--- config.mk ---
export PLATFORM = sky130hd
export DESIGN_NAME = coeff_write_buffer
export DESIGN_NICKNAME = d
export VERILOG_FILES = /design/src/rtl/coeff_write_buffer_pkg.sv /design/src/rtl/coeff_write_buffer_sync_fifo.sv /design/src/rtl/coeff_write_buffer.sv
export SDC_FILE = /design/constraint.sdc
export NUM_CORES = 1
export LEC_CHECK = 0
export CAP_MARGIN = 20
export CORE_MARGIN = 2
export CORE_UTILIZATION = 55
export CTS_CLUSTER_SIZE = 25
export DETAILED_ROUTE_END_ITERATION = 10
export DONT_BUFFER_PORTS = 1
export HOLD_SLACK_MARGIN = 0.12
export MAX_ROUTING_LAYER = met4
export PLACE_DENSITY = 0.72
export SYNTH_ARGS = -nofsm -noshare
export SYNTH_HDL_FRONTEND = slang
export SYNTH_SLANG_ARGS = --single-unit
--- constraint.sdc ---
create_clock -name clk -period 2.9 [get_ports clk]
set_input_delay 0.29 -clock clk [delete_from_list [all_inputs] [get_ports clk]]
set_output_delay 0.29 -clock clk [all_outputs]
set_load 0.03 [all_outputs]
--- src/rtl/coeff_write_buffer_pkg.sv ---
// Shared constants and state encoding for the sampler-to-SRAM coefficient write buffer.
package coeff_write_buffer_pkg;

    localparam int unsigned COEFF_W        = 12;
    localparam int unsigned SAMPLE_W       = 4 * COEFF_W;
    localparam int unsigned WORD_ADDR_W    = 6;
    localparam int unsigned POLY_BASE_W    = 3;
    localparam int unsigned FIFO_DEPTH     = 4;
    localparam int unsigned WORDS_PER_POLY = 64;

    typedef logic [1:0] state_t;

    localparam state_t ST_IDLE   = 2'd0;
    localparam state_t ST_ACTIVE = 2'd1;
    localparam state_t ST_DONE   = 2'd2;

endpackage

--- src/rtl/coeff_write_buffer_sync_fifo.sv ---
// Small synchronous FIFO with occupancy count; caller guarantees no push when full
// without a same-cycle pop, and no pop when empty.
module coeff_write_buffer_sync_fifo #(
    parameter int unsigned WIDTH = 54,
    parameter int unsigned DEPTH = 4
) (
    input  logic                       clk,
    input  logic                       resetb,
    input  logic                       push_i,
    input  logic [WIDTH-1:0]           wdata_i,
    input  logic                       pop_i,
    output logic [WIDTH-1:0]           rdata_o,
    output logic                       full_o,
    output logic                       empty_o,
    output logic [$clog2(DEPTH):0]     count_o
);

    localparam int unsigned PTR_W = $clog2(DEPTH);
    localparam int unsigned CNT_W = PTR_W + 1;

    logic [WIDTH-1:0] mem_q [DEPTH];
    logic [PTR_W-1:0] wr_ptr_q, wr_ptr_d;
    logic [PTR_W-1:0] rd_ptr_q, rd_ptr_d;
    logic [CNT_W-1:0] count_q, count_d;

    always_comb begin
        wr_ptr_d = wr_ptr_q;
        rd_ptr_d = rd_ptr_q;
        count_d  = count_q;
        if (push_i) wr_ptr_d = wr_ptr_q + PTR_W'(1);
        if (pop_i)  rd_ptr_d = rd_ptr_q + PTR_W'(1);
        case ({push_i, pop_i})
            2'b10:   count_d = count_q + CNT_W'(1);
            2'b01:   count_d = count_q - CNT_W'(1);
            default: count_d = count_q;
        endcase
    end

    always_ff @(posedge clk) begin
        if (!resetb) begin
            wr_ptr_q <= '0;
            rd_ptr_q <= '0;
            count_q  <= '0;
        end else begin
            wr_ptr_q <= wr_ptr_d;
            rd_ptr_q <= rd_ptr_d;
            count_q  <= count_d;
        end
    end

    // Storage is not reset; readers qualify the head with empty_o.
    always_ff @(posedge clk) begin
        if (push_i) mem_q[wr_ptr_q] <= wdata_i;
    end

    assign rdata_o = mem_q[rd_ptr_q];
    assign full_o  = (count_q == CNT_W'(DEPTH));
    assign empty_o = (count_q == '0);
    assign count_o = count_q;

endmodule

--- src/rtl/coeff_write_buffer.sv ---
// Buffers sampler words and streams them into one polynomial slot of the shared SRAM,
// signalling completion after a full polynomial and asserting hold before the FIFO fills.
module coeff_write_buffer
    import coeff_write_buffer_pkg::*;
#(
    parameter int unsigned DATA_W = SAMPLE_W,
    parameter int unsigned ADDR_W = WORD_ADDR_W,
    parameter int unsigned BASE_W = POLY_BASE_W,
    parameter int unsigned DEPTH  = FIFO_DEPTH,
    parameter int unsigned WORDS  = WORDS_PER_POLY
) (
    input  logic                       clk,
    input  logic                       resetb,
    input  logic                       start,
    input  logic [BASE_W-1:0]          poly_base,
    input  logic [DATA_W-1:0]          sample_in,
    input  logic [ADDR_W-1:0]          sample_addr,
    input  logic                       sample_valid,
    output logic                       hold,
    output logic                       sram_we,
    output logic [BASE_W+ADDR_W-1:0]   sram_addr,
    output logic [DATA_W-1:0]          sram_wdata,
    input  logic                       sram_ready,
    output logic                       busy,
    output logic                       poly_done,
    output logic                       overflow
);

    localparam int unsigned CNT_W  = $clog2(WORDS) + 1;
    localparam int unsigned OCC_W  = $clog2(DEPTH) + 1;
    localparam int unsigned FIFO_W = ADDR_W + DATA_W;

    state_t              state_q, state_d;
    logic [CNT_W-1:0]    push_cnt_q, push_cnt_d;
    logic [CNT_W-1:0]    wr_cnt_q, wr_cnt_d;
    logic [BASE_W-1:0]   base_q, base_d;
    logic                overflow_q, overflow_d;

    logic                fifo_push;
    logic                fifo_pop;
    logic                fifo_full;
    logic                fifo_empty;
    logic [OCC_W-1:0]    fifo_count;
    logic [FIFO_W-1:0]   fifo_rdata;

    assign busy      = (state_q != ST_IDLE);
    assign poly_done = (state_q == ST_DONE);
    assign overflow  = overflow_q;
    assign hold      = (fifo_count >= OCC_W'(DEPTH - 1));
    assign sram_we   = !fifo_empty && busy;
    assign fifo_pop  = sram_we && sram_ready;

    // Head is gated so the write port reads as zero whenever no request is pending.
    assign sram_addr  = sram_we ? {base_q, fifo_rdata[FIFO_W-1 -: ADDR_W]} : '0;
    assign sram_wdata = sram_we ? fifo_rdata[DATA_W-1:0] : '0;

    always_comb begin
        state_d    = state_q;
        push_cnt_d = push_cnt_q;
        wr_cnt_d   = wr_cnt_q;
        base_d     = base_q;
        overflow_d = overflow_q;
        fifo_push  = 1'b0;

        case (state_q)
            ST_IDLE: begin
                if (start) begin
                    state_d    = ST_ACTIVE;
                    push_cnt_d = '0;
                    wr_cnt_d   = '0;
                    overflow_d = 1'b0;
                    base_d     = poly_base;
                end
            end
            ST_ACTIVE: begin
                if (sample_valid) begin
                    if ((push_cnt_q < CNT_W'(WORDS)) && (!fifo_full || fifo_pop)) begin
                        fifo_push  = 1'b1;
                        push_cnt_d = push_cnt_q + CNT_W'(1);
                    end else begin
                        overflow_d = 1'b1;
                    end
                end
                if (fifo_pop && (wr_cnt_q == CNT_W'(WORDS - 1))) begin
                    state_d = ST_DONE;
                end
            end
            ST_DONE: begin
                state_d = ST_IDLE;
            end
            default: begin
                state_d = ST_IDLE;
            end
        endcase

        if (fifo_pop) wr_cnt_d = wr_cnt_q + CNT_W'(1);
    end

    always_ff @(posedge clk) begin
        if (!resetb) begin
            state_q    <= ST_IDLE;
            push_cnt_q <= '0;
            wr_cnt_q   <= '0;
            base_q     <= '0;
            overflow_q <= 1'b0;
        end else begin
            state_q    <= state_d;
            push_cnt_q <= push_cnt_d;
            wr_cnt_q   <= wr_cnt_d;
            base_q     <= base_d;
            overflow_q <= overflow_d;
        end
    end

    coeff_write_buffer_sync_fifo #(
        .WIDTH (FIFO_W),
        .DEPTH (DEPTH)
    ) u_fifo (
        .clk     (clk),
        .resetb  (resetb),
        .push_i  (fifo_push),
        .wdata_i ({sample_addr, sample_in}),
        .pop_i   (fifo_pop),
        .rdata_o (fifo_rdata),
        .full_o  (fifo_full),
        .empty_o (fifo_empty),
        .count_o (fifo_count)
    );

endmodule
Yosys cells after proc, flatten, opt, wreduce, memory -nomap -nowiden:

Memory sizes are Yosys's and may differ from the RTL's. A register that Yosys moved wholly into a read port is not among the register bits.
Cells that the tools add are included.

* input port bits: 62
* bits in registers: 27
* logic and storage cells: 70
* memories kept: 1
* RAM bits: 216

Memories
* u_fifo.mem_q: words 4, bits a word 54, read ports 1, clocked after memory_dff 1, write ports 1, RTL line coeff_write_buffer_sync_fifo.sv:21 `logic [WIDTH-1:0] mem_q [DEPTH];`

* magnitude comparators: 2
* add/sub/neg operators: 6
* mux-type cells: 23
* reduce and logical (&&, ||, !) cells: 19
* equality and inequality tests: 11

Operators by type and width (number)
* 2-to-1 mux 48 bit: 1
* 2-to-1 mux 7 bit: 5
* adder 7 x 1 -> 7 bit, second input constant: 2
* case mux 7 bit (2 select lines): 1
* inequality test 2 bit, second input constant: 5
* nonzero test 2 bit: 5
* 2-to-1 mux 9 bit: 1
* 2-to-1 mux 1 bit: 8
* 2-to-1 mux 2 bit: 4
* AND reduction 4 bit: 2
* == test 7 x 6 -> 1 bit, second input constant: 1
* less-than comparator 7 bit, second input constant: 1
* case mux 3 bit (2 select lines): 1
* AND reduction 2 bit: 3
* adder 2 x 1 -> 2 bit, second input constant: 2
* == test 2 x 1 -> 1 bit, second input constant: 2
* == test 2 bit, second input constant: 2
* logical AND 1 bit: 4
* case mux 2 bit (2 select lines): 1
* adder 3 x 1 -> 3 bit, second input constant: 1
* == test 3 bit, second input constant: 1
* >= comparator 3 x 2 -> 1 bit, second input constant: 1
* zero test 3 bit: 1
* subtractor 3 x 1 -> 3 bit, second input constant: 1
* other kinds (4): 5

Depth between registers and ports, before layout:

* word-level depth: 11
* depth in mapped cells: 11
* depth with buffers taken out: 9

By module:

Synthesis repeated with hierarchy kept, for this count alone.

* cell total of the unflattened synthesis: 503
* area total of the unflattened synthesis: 9618.0 µm²

By module, submodules not included
* coeff_write_buffer_sync_fifo: area an instance 8309.2 µm², sequential area each 6666.4 µm², cells an instance 328, times used 1
* coeff_write_buffer: area an instance 1308.8 µm², sequential area each 400.4 µm², cells an instance 175, times used 1

Least setup slack after synthesis:

Ideal clock, no wire load.

* path kind: reg2reg
* from: register u_fifo.count_q[2] (netlist: u_fifo.count_o[2])
* to: memory u_fifo.mem_q[0][0], enable pin
* buffers on the path: 1
* clock period less this slack: 2696 ps
* library setup time: 418 ps
* path slack: 204 ps
* arrival: 2279 ps
* cell stages (with the launch flop): 5
* data required time: 2482 ps
* cell sequence: dfxtp_1 nor4b_1 nor4_1 buf_2 and2_1

* cells in the longest elaborated chain, start to end: 11
* elaborated cells on any way between the ends: 13
* classes of those cells: 1 x eq/ne; 5 x mux; 7 x reduce/logical

Ends and longest elaborated chain
* start: declaration: RTL line coeff_write_buffer_sync_fifo.sv:24 `logic [CNT_W-1:0] count_q, count_d;`
* start signal: assignment: RTL line coeff_write_buffer_sync_fifo.sv:47 `count_q <= count_d;`
* zero test 3 bit: RTL line coeff_write_buffer_sync_fifo.sv:58 `assign empty_o = (count_q == '0);`
* zero test 1 bit: RTL line coeff_write_buffer.sv:50 `assign sram_we = !fifo_empty && busy;`
* logical AND 1 bit: RTL line coeff_write_buffer.sv:50
* logical AND 1 bit: RTL line coeff_write_buffer.sv:51 `assign fifo_pop = sram_we && sram_ready;`
* logical OR 1 bit (*): RTL line coeff_write_buffer.sv:77 `if ((push_cnt_q < CNT_W'(WORDS)) && (!fifo_full || fifo_pop)) begin`
* logical AND 1 bit (*): RTL line coeff_write_buffer.sv:77
* 2-to-1 mux 1 bit (*): RTL line coeff_write_buffer.sv:77
* 2-to-1 mux 1 bit (*): RTL line coeff_write_buffer.sv:76 `if (sample_valid) begin`
* 2-to-1 mux 1 bit (*): RTL line coeff_write_buffer.sv:65 `case (state_q)`
* 2-to-1 mux 1 bit (*): RTL line coeff_write_buffer_sync_fifo.sv:53 `if (push_i) mem_q[wr_ptr_q] <= wdata_i;`
* 2-to-1 mux 1 bit (implied by the code) (*): RTL line coeff_write_buffer_sync_fifo.sv:53
* end: declaration: RTL line coeff_write_buffer_sync_fifo.sv:21

Mark *: on every way between the ends. The rest lies on a longest branch, timed or not.

Worst setup path after layout:

* from: register state_q[0]
* to: output sram_wdata[10]

* cells in the longest elaborated chain, start to end: 3

Ends and longest elaborated chain
* start: declaration: RTL line coeff_write_buffer.sv:33 `state_t state_q, state_d;`
* start signal: assignment: RTL line coeff_write_buffer.sv:107 `state_q <= state_d;`
* nonzero test 2 bit: RTL line coeff_write_buffer.sv:46 `assign busy = (state_q != ST_IDLE);`
* logical AND 1 bit: RTL line coeff_write_buffer.sv:50
* 2-to-1 mux 48 bit: RTL line coeff_write_buffer.sv:55 `assign sram_wdata = sram_we ? fifo_rdata[DATA_W-1:0] : '0;`
* end: declaration: RTL line coeff_write_buffer.sv:22 `output logic [DATA_W-1:0] sram_wdata,`

Every way passes these cells.

==> results.json <==
{
  "cp_data_required_time_ns": 2.61,
  "fin_worst_skew_ns": 0.00467,
  "grt_max_degree": 62,
  "synthDistinctLibCells": 41,
  "clock-root-buffer": "clkbuf_16",
  "grt_pass1_vias": 5051,
  "dp_slack_ns": 0.431,
  "post_drt_wl_per_cell_um": 20.9,
  "viasPerCell": 5.83,
  "startpoint_type": "register",
  "p_leak_nw": 3.69,
  "ys_seq_area_share_pct": 73.9,
  "setup_ws_ns": 0.183,
  "syn-num-nets": 580,
  "cts.sinks": 245,
  "crit_arrival_ns": 2.43,
  "grt_util_all_layers_pct": 19.7,
  "power_mw": 7.59,
  "peakVddDrop_uv": 462,
  "syn_avg_cell_area_um2": 18.7,
  "grt_first_pass_wirelength_um": 26800,
  "die-width_um": 136,
  "portBuffers": 0,
  "die_h_um": 136,
  "switching_power_mw": 1.51,
  "drt_iter0_markers": 312,
  "wirelength_um": 17400,
  "initial_core_util_pct": 55.8,
  "power_frac_comb_pct": 4.9,
  "drcViolationCount": 0,
  "cts_max_level": 1,
  "seqPwrFrac_pct": 51.7,
  "gp_congestion": 0.790,
  "dp_hpwl_um": 10100,
  "cts_tree": "done",
  "final_nets": 657,
  "swShare_pct": 19.9,
  "dieArea_um2": 18400,
  "clk_latency_ns": 0.51,
  "antenna_found_initial": 1,
  "critPathKind": "register to output pin",
  "worst_pin_slew_ns": 0.957,
  "status": "completed",
  "first_pass_iters": 6,
  "postRouteAntennaNets": 0,
  "cts_buffers": 25,
  "drv_cap": 0,
  "fin_util_pct": 66.3,
  "ioPinCount": 124,
  "yosysWarnings": 0,
  "grt-ovfl-total": 0,
  "hold_viol_final": 0,
  "vias": 4852,
  "power_density_nw_per_um2": 669,
  "syn_to_final_growth_pct": 18.7,
  "cts_buffer_depth": 3,
  "drive_gt1_share_pct": 19.3,
  "fmax_ghz": 0.368,
  "core_area_um2": 17100,
  "synth_area_um2": 9560,
  "hold_path_class": "input port to register",
  "post_cts_buffers": 0,
  "slew_headroom_pct": 36.1,
  "synth_cells": 510,
  "clkTransAtPathRegs_ns": 0.06,
  "rsz0062_at_grt": "no",
  "num_rows": 48,
  "post_cts_resized": 0,
  "period_needed_ns": 2.72,
  "worst-path-max-fanout": 61,
  "drv_slew": 0,
  "p_int_mw": 6.08,
  "finalSetupViolCount": 0,
  "post-route-period-util_pct": 93.7,
  "finalSetupTns_ns": 0,
  "end_kind": "output pin",
  "synth_seq_cells": 245,
  "pwr-share-clk_pct": 43.4
}
[area by class of cell]
cell class	count	area, um^2
Antenna cell	1	2.50
Clock buffer	28	637
Clock inverter	18	223
Fill cell	1142	5770
Inverter	9	33.8
Multi-Input combinational cell	229	2350
Sequential cell	245	7070
Tap cell	225	282
Timing Repair Buffer	77	746
[metrics by stage]
step | std cells | instance area (um^2) | hold WS (ns)
floorplan | 510 | 9560 | 0.389
global placement | 723 | 9860 | 0.389
detailed placement | 723 | 9860 | 0.389
CTS | 831 | 11300 | 0.130
global route | 832 | 11300 | 0.153
finish | 832 | 11300 | 0.154
[placed cells by master (no fill, tap or decap), types with 3 or more instances in the layout]
| master | n |
|---|---|
| and2_1 | 57 |
| nand4b_1 | 5 |
| and2_2 | 4 |
| clkinv_2 | 5 |
| dlygate4sd3_1 | 62 |
| ha_1 | 7 |
| dfxtp_1 | 27 |
| clkbuf_16 | 25 |
| mux4_2 | 54 |
| nand4_1 | 4 |
| nor2_1 | 10 |
| clkinv_1 | 5 |
| or3_1 | 3 |
| a21oi_1 | 12 |
| nand3b_1 | 3 |
| clkbuf_1 | 3 |
| bufinv_16 | 5 |
| buf_4 | 14 |
| o31ai_1 | 3 |
| xor2_1 | 3 |
| nand3_1 | 14 |
| and3_1 | 3 |
| a41o_1 | 3 |
| edfxtp_1 | 216 |
| inv_1 | 8 |
| nand2_1 | 18 |
[per-layer routing]
layer	GRT usage [%]	part of all wire, %	routed length (um)
met2	33.7	52	9050
met4	5.27	1.7	303
met1	24.2	40	6930
met5	-	0	0
met3	4.06	6.3	1100
[power groups by stage]
stage / sequential [mW] / combinational [mW] / clock, mW
floorplan: 3.99 / 0.231 / 0
global placement: 4.00 / 0.266 / 0
detailed placement: 4.00 / 0.272 / 0
CTS: 3.92 / 0.374 / 3.37
global route: 3.93 / 0.397 / 3.50
finish: 3.92 / 0.369 / 3.29
[worst paths after layout]
kind	slack (ns)	startpoint	end	cells after the start
worst max-delay path	0.18	state_q[0]	sram_wdata[10]	3
worst min-delay path	0.15	resetb	push_cnt_q[2]	3
worst max register to register	0.36	state_q[0]	u_fifo.count_o[2]	9
worst min register to register	0.46	base_q[0]	base_q[0]	2
[worst max-delay path: stages, from the launching register on]
cell,delay (ns)
dfxtp_1,0.67
o32a_4,0.29
buf_4,0.50
and2_1,0.43
[flip-flops by register name, summed over array words and instances, names as in the netlist, named ones only]
signal / flops
state_q: 2
push_cnt_q: 7
u_fifo.wr_ptr_q: 2
wr_cnt_q: 7
u_fifo.rd_ptr_q: 2
overflow: 1
u_fifo.mem_q: 216
base_q: 3
u_fifo.count_o: 3
[cells by family (layout without fill, tap and decap cells)]
group	count (synthesis)	in the layout	synth area share, %
DFF	245	245	73.9
AOI/OAI and AO/OA	29	29	2.15
and+or+nand+nor	133	133	8.08
other	0	1	0
xor gates and xnor gates	5	5	0.458
adders and majority gates	8	8	1.13
buffers and inverters	36	132	1.53
muxes	54	54	12.7
[synth_stat cells]
cell type	instances	share of area (%)
clkbuf_1	17	0.67
nand2_4	1	0.12
or3_1	3	0.20
o31ai_1	3	0.24
a31oi_1	2	0.13
o32ai_1	1	0.092
nor4b_1	1	0.092
o22ai_1	2	0.13
buf_1	1	0.039
nor4_1	2	0.13
a21o_1	1	0.079
o32a_4	1	0.24
a41o_1	3	0.31
mux4_2	54	13
nor3b_1	2	0.16
dfxtp_1	29	6.1
nor2b_1	1	0.065
xnor2_1	2	0.18
nor2_1	10	0.39
nand3_1	14	0.73
ha_1	7	0.92
and2_1	61	4.0
o32a_1	1	0.10
edfxtp_1	216	68
or2_2	1	0.065
o311ai_0	1	0.092
inv_1	8	0.31
nor3_1	2	0.10
buf_2	9	0.47
fa_1	1	0.21
o21ai_0	2	0.10
clkinv_1	1	0.039
or4_1	1	0.079
nand4b_1	5	0.46
and3_1	3	0.20
xor2_1	3	0.27
a21oi_1	12	0.63
and4_1	1	0.092
nand3b_1	3	0.24
nand4_1	4	0.26
nand2_1	18	0.71
[repair_timing]
action | in CTS | in global routing
hold buffers | 62 | 0
hold endpoints to repair | 236 | 0
endpoints found under the setup margin | 0 | 0
(Power assumes the default switching activity.)
